`config.mk`:
```
export PLATFORM = sky130hd
export DESIGN_NAME = multi_door_visitor_counter
export DESIGN_NICKNAME = d
export VERILOG_FILES = /design/src/rtl/multi_door_visitor_counter.sv
export SDC_FILE = /design/constraint.sdc
export NUM_CORES = 1
export LEC_CHECK = 0
export BUFFER_PORTS_ARGS = -buffer_cell sky130_fd_sc_hd__buf_2
export CAP_MARGIN = 20
export CORE_UTILIZATION = 42
export CTS_CLUSTER_DIAMETER = 200
export CTS_CLUSTER_SIZE = 28
export DETAILED_ROUTE_END_ITERATION = 10
export PLACE_DENSITY = 0.71
export SLEW_MARGIN = 20
export SYNTH_ARGS = -nofsm -noshare
export SYNTH_HDL_FRONTEND = slang
export SYNTH_SLANG_ARGS = --single-unit
```
`constraint.sdc`:
```
create_clock -name clk -period 4.6 [get_ports clk]
set_input_delay 0.69 -clock clk [delete_from_list [all_inputs] [get_ports clk]]
set_output_delay 0.69 -clock clk [all_outputs]
set_load 0.01 [all_outputs]
```
`src/rtl/multi_door_visitor_counter.sv`:
```
`default_nettype none
// ============================================================================
//  Module   : multi_door_visitor_counter
//  Brief    : N-door IR visitor counter. Each door has a two-flop sensor
//             synchroniser and a direction FSM with an inactivity timeout; a
//             shared saturating occupancy counter merges all doors' events
//             each cycle. Also keeps a lifetime entry total and full/empty
//             flags.
//  Revision : 1.0 - initial multi-door release
// ============================================================================
module multi_door_visitor_counter #(
    parameter int NUM_DOORS = 2,
    parameter int COUNT_W   = 8,
    parameter int TOTAL_W   = 16,
    parameter int MAX_OCC   = 200,
    parameter int TIMEOUT   = 1000
) (
    input  logic                 clk,
    input  logic                 reset,
    input  logic                 clear,
    input  logic [NUM_DOORS-1:0] ir_sensor1,
    input  logic [NUM_DOORS-1:0] ir_sensor2,
    output logic [COUNT_W-1:0]   curr_visitor,
    output logic [TOTAL_W-1:0]   total_visitors,
    output logic [NUM_DOORS-1:0] entry_pulse,
    output logic [NUM_DOORS-1:0] exit_pulse,
    output logic [NUM_DOORS-1:0] abort_pulse,
    output logic                 full,
    output logic                 empty
);

    // Door FSM encoding
    localparam logic [2:0] c_IDLE = 3'd0;
    localparam logic [2:0] c_IN1  = 3'd1;
    localparam logic [2:0] c_IN2  = 3'd2;
    localparam logic [2:0] c_IN3  = 3'd3;
    localparam logic [2:0] c_OUT1 = 3'd4;
    localparam logic [2:0] c_OUT2 = 3'd5;
    localparam logic [2:0] c_OUT3 = 3'd6;

    localparam int                 c_TMR_W   = $clog2(TIMEOUT);
    localparam logic [c_TMR_W-1:0] c_TMR_MAX = c_TMR_W'(TIMEOUT - 1);
    localparam logic [c_TMR_W-1:0] c_TMR_ONE = c_TMR_W'(1);

    // Synchroniser flops
    logic [NUM_DOORS-1:0] r_s1_meta, r_s1_sync;
    logic [NUM_DOORS-1:0] r_s2_meta, r_s2_sync;

    // Per-door combinational events
    logic [NUM_DOORS-1:0] w_entry, w_exit, w_abort;

    // Shared registered state
    logic [COUNT_W-1:0]   r_curr;
    logic [TOTAL_W-1:0]   r_total;
    logic [NUM_DOORS-1:0] r_entry_pulse, r_exit_pulse, r_abort_pulse;
    logic                 r_full, r_empty;

    // Counter arithmetic
    logic [3:0]           w_ent_cnt, w_ext_cnt;
    logic [COUNT_W+3:0]   w_occ_sum;
    logic [COUNT_W-1:0]   w_occ_next;
    logic [TOTAL_W:0]     w_tot_sum;
    logic [TOTAL_W-1:0]   w_tot_next;

    function automatic logic [3:0] f_popcount(input logic [NUM_DOORS-1:0] v);
        logic [3:0] n;
        n = '0;
        for (int i = 0; i < NUM_DOORS; i++) begin
            n = n + {3'b000, v[i]};
        end
        return n;
    endfunction

    // Two-flop synchronisers; deliberately untouched by clear
    always_ff @(posedge clk or negedge reset) begin
        if (!reset) begin
            r_s1_meta <= '0;
            r_s1_sync <= '0;
            r_s2_meta <= '0;
            r_s2_sync <= '0;
        end else begin
            r_s1_meta <= ir_sensor1;
            r_s1_sync <= r_s1_meta;
            r_s2_meta <= ir_sensor2;
            r_s2_sync <= r_s2_meta;
        end
    end

    genvar g;
    generate
        for (g = 0; g < NUM_DOORS; g++) begin : g_door
            logic [2:0]         r_state;
            logic [2:0]         w_nxt;
            logic [c_TMR_W-1:0] r_timer;
            logic               w_ent, w_ext, w_tmo;
            logic [1:0]         w_s;

            assign w_s = {r_s1_sync[g], r_s2_sync[g]};

            // Direction decode; OUT states mirror IN states with sensors swapped
            always_comb begin
                w_nxt = r_state;
                w_ent = 1'b0;
                w_ext = 1'b0;
                case (r_state)
                    c_IDLE: begin
                        if (w_s == 2'b10)      w_nxt = c_IN1;
                        else if (w_s == 2'b01) w_nxt = c_OUT1;
                    end
                    c_IN1: begin
                        if (w_s == 2'b11)      w_nxt = c_IN2;
                        else if (w_s == 2'b01) w_nxt = c_IN3;
                        else if (w_s == 2'b00) w_nxt = c_IDLE;
                    end
                    c_IN2: begin
                        if (w_s == 2'b01)      w_nxt = c_IN3;
                        else if (w_s == 2'b10) w_nxt = c_IN1;
                    end
                    c_IN3: begin
                        if (w_s == 2'b00) begin
                            w_nxt = c_IDLE;
                            w_ent = 1'b1;
                        end else if (w_s == 2'b11) w_nxt = c_IN2;
                        else if (w_s == 2'b10)     w_nxt = c_IN1;
                    end
                    c_OUT1: begin
                        if (w_s == 2'b11)      w_nxt = c_OUT2;
                        else if (w_s == 2'b10) w_nxt = c_OUT3;
                        else if (w_s == 2'b00) w_nxt = c_IDLE;
                    end
                    c_OUT2: begin
                        if (w_s == 2'b10)      w_nxt = c_OUT3;
                        else if (w_s == 2'b01) w_nxt = c_OUT1;
                    end
                    c_OUT3: begin
                        if (w_s == 2'b00) begin
                            w_nxt = c_IDLE;
                            w_ext = 1'b1;
                        end else if (w_s == 2'b11) w_nxt = c_OUT2;
                        else if (w_s == 2'b01)     w_nxt = c_OUT1;
                    end
                    default: w_nxt = c_IDLE;
                endcase
            end

            // A stalled non-IDLE door gives up once its timer has run out
            assign w_tmo = (r_state != c_IDLE) && (w_nxt == r_state) &&
                           (r_timer == c_TMR_MAX);

            // State register and inactivity timer
            always_ff @(posedge clk or negedge reset) begin
                if (!reset) begin
                    r_state <= c_IDLE;
                    r_timer <= '0;
                end else if (clear || w_tmo) begin
                    r_state <= c_IDLE;
                    r_timer <= '0;
                end else begin
                    r_state <= w_nxt;
                    if (r_state == c_IDLE || w_nxt != r_state) begin
                        r_timer <= '0;
                    end else begin
                        r_timer <= r_timer + c_TMR_ONE;
                    end
                end
            end

            assign w_entry[g] = w_ent;
            assign w_exit[g]  = w_ext;
            assign w_abort[g] = w_tmo;
        end
    endgenerate

    // Net occupancy change in a 4-bit-wider two's complement field so that
    // underflow shows up in the top bit and overflow in the guard bits.
    always_comb begin
        w_ent_cnt = f_popcount(w_entry);
        w_ext_cnt = f_popcount(w_exit);
        w_occ_sum = {4'b0000, r_curr} + {{COUNT_W{1'b0}}, w_ent_cnt}
                  - {{COUNT_W{1'b0}}, w_ext_cnt};
        if (w_occ_sum[COUNT_W+3]) begin
            w_occ_next = '0;
        end else if (|w_occ_sum[COUNT_W+2:COUNT_W]) begin
            w_occ_next = '1;
        end else begin
            w_occ_next = w_occ_sum[COUNT_W-1:0];
        end
        w_tot_sum = {1'b0, r_total} + {{(TOTAL_W-3){1'b0}}, w_ent_cnt};
        w_tot_next = w_tot_sum[TOTAL_W] ? '1 : w_tot_sum[TOTAL_W-1:0];
    end

    // Counters, status flags and event pulses
    always_ff @(posedge clk or negedge reset) begin
        if (!reset) begin
            r_curr        <= '0;
            r_total       <= '0;
            r_entry_pulse <= '0;
            r_exit_pulse  <= '0;
            r_abort_pulse <= '0;
            r_full        <= 1'b0;
            r_empty       <= 1'b1;
        end else if (clear) begin
            r_curr        <= '0;
            r_total       <= '0;
            r_entry_pulse <= '0;
            r_exit_pulse  <= '0;
            r_abort_pulse <= '0;
            r_full        <= 1'b0;
            r_empty       <= 1'b1;
        end else begin
            r_curr        <= w_occ_next;
            r_total       <= w_tot_next;
            r_entry_pulse <= w_entry;
            r_exit_pulse  <= w_exit;
            r_abort_pulse <= w_abort;
            r_full        <= (w_occ_next >= COUNT_W'(MAX_OCC));
            r_empty       <= (w_occ_next == '0);
        end
    end

    assign curr_visitor   = r_curr;
    assign total_visitors = r_total;
    assign entry_pulse    = r_entry_pulse;
    assign exit_pulse     = r_exit_pulse;
    assign abort_pulse    = r_abort_pulse;
    assign full           = r_full;
    assign empty          = r_empty;

endmodule
`default_nettype wire

```
# Word level (Yosys, flattened, before mapping)
# Cells that the tools add are included.
[word_totals] reg_bits=66 latchBits=0 input_bits=7 ram_bits=0 out_inout_bits=32 n_memories=0 romBits=0
[classes] n_mux=52 n_shift=0 mul=0 div=0 n_eq_ne=24 reduce_logical=16 addsub=7 n_bitwise=0 order_cmp=1
[ops] op="3-bit 2-to-1 mux" count=30
[ops] op="3-bit case mux with 7 select lines" count=2
[ops] op="10-bit 2-to-1 mux" count=4
[ops] op="16-bit 2-to-1 mux" count=2
[ops] op="8-bit 2-to-1 mux" count=3
[ops] op="10-bit by 1-bit adder with 10-bit output, second input constant" count=2
[ops] op="10-bit equality test, second input constant" count=2
[ops] op="3-bit equality test, second input constant" count=6
[ops] op="16-bit by 2-bit adder with 17-bit output" count=1
[ops] op="3-bit by 2-bit equality test with 1-bit output, second input constant" count=4
[ops] op="9-bit by 2-bit subtractor with 10-bit output" count=1
[ops] op="8-bit by 2-bit adder with 9-bit output" count=1
[ops] op="2-bit equality test, second input constant" count=4
[ops] op="8-bit >= comparator, second input constant" count=1
[ops] op="8-bit zero test" count=1
[ops] op="1-bit 2-to-1 mux" count=8
[ops] op="3-bit by 1-bit equality test with 1-bit output, second input constant" count=2
[ops] op="3-bit equality test" count=2
[ops] op="3-bit zero test" count=2
[ops] op="2-bit 2-to-1 mux" count=3
[ops] op="3-bit inequality test" count=2
[ops] op="3-bit nonzero test" count=2
[ops] op="1-bit by 1-bit adder with 2-bit output" count=2
[ops] op="2-bit by 1-bit equality test with 1-bit output, second input constant" count=2
[ops] op="other kinds (4)" count=11

# Depth between registers and ports, before layout
[logic_depth] depth_word=11 depth_mapped=17 mapped_depth_nobuf=15

# Least setup slack after synthesis
# No wires, ideal clock.
[synth_timing] kind="flip-flop to flip-flop" start="register g_door[0].r_state[2]" end="register r_empty (netlist: empty)" setup_time_ns=0.097 stages_incl_launch_ff=16 required_time_ns=4.503 setup_slack_ns=0.681 arrival_time_ns=3.821 path_cell_list="dfrtp_1 clkbuf_1 nand2b_1 nor3_1 fa_1 fa_1 inv_1 ha_1 inv_1 fa_1 nand2b_1 a211oi_1 nor4_1 or2_2 clkbuf_1 o41ai_2"
[synth_between] elab_chain_cells=10 word_cells_on_any_way=13 cone_classes="add/sub (4); eq/ne (2); mux (5); reduce/logical (2)"
[synth_lines] item="start, declared" line_no="92" source="logic [2:0] r_state;"
[synth_lines] item="start signal, assigned" line_no="153" source="r_state <= c_IDLE;"
[synth_lines] item="start signal, assigned" line_no="156" source="r_state <= c_IDLE;"
[synth_lines] item="start signal, assigned" line_no="159" source="r_state <= w_nxt;"
[synth_lines] item="3-bit by 2-bit equality test with 1-bit output" line_no="105" source="case (r_state)"
[synth_lines] item="1-bit 2-to-1 mux" line_no="105"
[synth_lines] item="1-bit by 1-bit adder with 2-bit output" line_no="69" source="n = n + {3'b000, v[i]};"
[synth_lines] item="8-bit by 2-bit adder with 9-bit output" line_no="179" source="w_occ_sum = {4'b0000, r_curr} + {{COUNT_W{1'b0}}, w_ent_cnt}"
[synth_lines] item="9-bit by 2-bit subtractor with 10-bit output *" line_no="180" source="- {{COUNT_W{1'b0}}, w_ext_cnt};"
[synth_lines] item="3-bit OR reduction" line_no="183" source="end else if (|w_occ_sum[COUNT_W+2:COUNT_W]) begin"
[synth_lines] item="8-bit 2-to-1 mux" line_no="183"
[synth_lines] item="8-bit 2-to-1 mux *" line_no="181" source="if (w_occ_sum[COUNT_W+3]) begin"
[synth_lines] item="8-bit zero test *" line_no="217" source="r_empty <= (w_occ_next == '0);"
[synth_lines] item="1-bit 2-to-1 mux *" line_no="202" source="end else if (clear) begin"
[synth_lines] item="end signal, assigned" line_no="217"
[synth_lines] item="end, declared" line_no="56" source="logic r_full, r_empty;"
# Every way passes the cells marked *; elsewhere a longest branch is shown, timed or not.

# Worst setup path after layout
[layout_timing] start="register r_s2_sync[0]" end="register r_empty (netlist: empty)"
[layout_between] elab_chain_cells=11 word_cells_on_any_way=13 cone_classes="add/sub (4); mux (6); reduce/logical (3)"
[layout_lines] item="start, declared" line_no="47" source="logic [NUM_DOORS-1:0] r_s2_meta, r_s2_sync;"
[layout_lines] item="start signal, assigned" line_no="85" source="r_s2_sync <= r_s2_meta;"
[layout_lines] item="2-bit zero test *" line_no="120, 136"
[layout_lines] item="1-bit 2-to-1 mux *" line_no="120, 136"
[layout_lines] item="1-bit 2-to-1 mux" line_no="105"
[layout_lines] item="1-bit by 1-bit adder with 2-bit output" line_no="69"
[layout_lines] item="8-bit by 2-bit adder with 9-bit output" line_no="179"
[layout_lines] item="9-bit by 2-bit subtractor with 10-bit output *" line_no="180"
[layout_lines] item="3-bit OR reduction" line_no="183"
[layout_lines] item="8-bit 2-to-1 mux" line_no="183"
[layout_lines] item="8-bit 2-to-1 mux *" line_no="181"
[layout_lines] item="8-bit zero test *" line_no="217"
[layout_lines] item="1-bit 2-to-1 mux *" line_no="202"
# Marks and branches as above.

==> impl_metrics.yaml <==
grt:
  grt_pass1_vias: 2571
  grt_pass1_wl_um: 11900
  antenna_found_initial: 0
  grt_max_degree: 35
  grtUsageTotal_pct: 17.2
  overflow: 0
yosys:
  ys_async_sr_fraction_pct: 100
  synth-compound-area-share_pct: 14.8
  synth_area_leaders: "dfrtp_1 (44%), ha_1 (5.4%), xnor2_1 (4.8%)"
  syn_nets: 406
  ys_seq_area_share_pct: 44.9
  netlist_instances: 379
  synthXorXnorAreaFrac_pct: 7.85
  synth_commonest_cells: "dfrtp_1 (65), nor2_1 (46), inv_1 (29)"
  yosys.area_share.simple_pct: 19.5
  synth-edff-count: 0
  synth-adder-area-share_pct: 7.61
  synth_seq_cells: 66
  synth_cell_types: 52
  avgSynthCellArea_um2: 9.71
  syn-cell-area_um2: 3680
  synthMuxAreaShare_pct: 0
  synth_largest_area_cell: "dfrtp_1"
  yosysWarnings: 0
  synth_top_cell_area_share_pct: 44.2
  synth_top_family_by_area: "simple AND/OR/NAND/NOR gates"
  synth.most_common_cell: "dfrtp_1"
  synth_ff_type: "dfrtp_1"
timing:
  slew_headroom_pct: 46.7
  timing.final.crit_period_ps: 4070
  finalHoldViolCount: 0
  worst_pin_slew_ps: 799
  post-route-period-util_pct: 88.5
  finalSetupViolCount: 0
  layout_setup_ws_ps: 530
  skew_ps: 10.0
  clock.fmax_ghz: 0.246
  fin_setup_tns_ps: 0
  slew_viol_final: 0
  rsz0062_at_grt: "false"
final_layout:
  seqCellArea_um2: 1650
  drive_above_1_share_pct: 14.9
  diodes: 0
  multi_input_area_um2: 1830
  syn2layout_area_growth_pct: 11.2
  fillers: 776
  nets: 439
routing:
  num_vias: 2791
  routed_wl_um: 7150
  drc: 0
  routed_via_density: 5.35
  first_pass_iters: 4
  ant_nets: 0
  wl_per_cell_um: 13.7
  drtIter0Drc: 86
status:
  status: "finished, final reports clean"
floorplan:
  ioPinCount: 39
  dieArea_um2: 9140
  die_h_um: 95.6
  dieWidth_um: 95.6
  start_util_pct: 44.1
  core.rowCount: 33
  coreArea_um2: 8340
pwr:
  p_switching_w: 0.000629
  ir_drop_mv: 0.196
  pwr-share-comb_pct: 36.8
  power.internal_w: 0.00111
  p_seq_share_pct: 38.3
  p_leak_nw: 1.84
  power_density_nw_per_um2: 425
  swShare_pct: 36.2
  clockPowerShare_pct: 24.9
place:
  gp_congestion: 0.844
  portBuffers: 38
  dp.final_hpwl_um: 5180
  place_ws_ps: 586
clock_network:
  cts_sinks: 66
  ctsHtreeMaxLevel: 3
  ctsHoldBuffers: 0
  cts_buffer_depth: 2
  cts_tree: "done"
  cts_setup_buffers: 0
  cts_buffers: 9
  clk_pin_slew_ps: 70
  cts.root.buffer_cell: "clkbuf_8"
  cts_resized: 0
  clk_latency_ps: 340
critical_path:
  path_class: "register to register"
  critPathLaunchType: "register"
  worstPathMaxFanout: 7
  arrival_ps: 4310
  end_kind: "register"
  worstPathRequired_ps: 4840
job:
  cap_violations: 0
worst_hold_path:
  hold_path.class: "register to register"
-- cell families after synthesis --
group / Yosys count
flip-flops: 66
XOR/XNOR: 33
buffers and inverters: 46
adder cells (fa/ha/maj): 20
AO/OA/AOI/OAI: 76
AND/OR/NAND/NOR: 138
-- metal layers --
metal  part of all wire [%]  vias up  global-route usage, %
met1                     48     1347                   22.2
met5                      0        -                      0
met2                     46       53                   27.3
li1                       -     1375                      -
met3                    3.5       16                   4.39
met4                    2.3        0                   7.59
-- area by class of cell --
type                            instances  share of cell area [%]
Multi-Input combinational cell        267                    44.8
Sequential cell                        66                    40.4
Timing Repair Buffer                   39                    4.83
Clock buffer                           16                    4.16
Tap cell                              105                    3.21
Inverter                               29                    2.66
-- power groups by stage --
| stage | clock (W) | sequential [W] | combinational, W |
|---|---|---|---|
| 6_report | 0.000432 | 0.000666 | 0.000640 |
| 5_1_grt | 0.000474 | 0.000673 | 0.000723 |
| 4_1_cts | 0.000442 | 0.000666 | 0.000635 |
| 3_5_place_dp | 0 | 0.000677 | 0.000629 |
| 3_3_place_gp | 0 | 0.000676 | 0.000632 |
| 2_1_floorplan | 0 | 0.000671 | 0.000491 |
-- placed cells by master (no fill, tap or decap), types with 11 or more instances in the layout --
cell      count
a21oi_1      28
inv_1        29
nand2_1      16
nand3_1      13
nor3_1       11
ha_1         16
xnor2_1      20
buf_2        38
nor2_1       46
o21a_1       13
xor2_1       13
clkbuf_8     11
dfrtp_1      65
-- metrics by stage --
step / power, W / instance area, um^2 / hold WS, ps / cells / util (%)
after floorplan: 0.00116 / 3680 / 331 / 379 / -
after global placement: 0.00131 / 3920 / 336 / 506 / 47.0
after detailed placement: 0.00131 / 3920 / 335 / 506 / 47.0
after CTS: 0.00174 / 4090 / 351 / 522 / 49.1
after global routing: 0.00187 / 4090 / 371 / 522 / 49.1
final: 0.00174 / 4090 / 350 / 522 / 49.1
-- flip-flops by register name (all words and copies together), names as in the netlist --
signal / count
curr_visitor: 8
r_s2_meta: 2
exit_pulse: 2
r_s2_sync: 2
r_s1_sync: 2
entry_pulse: 2
full: 1
total_visitors: 16
empty: 1
g_door.r_state: 6
r_s1_meta: 2
abort_pulse: 2
g_door.r_timer: 20
-- path summary, 6_finish.rpt --
kind / endpoint / from / slack, ps / cells after the start
worst min register to register: r_s2_sync[0] / r_s2_meta[0] / 350 / 0
min in group asynchronous: total_visitors[14] / reset / 440 / 1
worst min-delay path: r_s2_sync[0] / r_s2_meta[0] / 350 / 0
worst max register to register: empty / r_s2_sync[0] / 530 / 14
worst max-delay path: empty / r_s2_sync[0] / 530 / 14
max in group asynchronous: empty / reset / 3210 / 2
-- critical path: stages, from the launching register on --
cell,delay [ps]
dfrtp_1,450
inv_1,160
nand2_1,100
nor3_1,260
fa_1,470
fa_1,430
inv_1,70
ha_1,180
inv_1,60
fa_1,390
nand2b_1,220
a21oi_1,170
o211ai_1,160
or4b_1,540
o41ai_2,310
No activity file was read; power rests on OpenSTA's default activity.
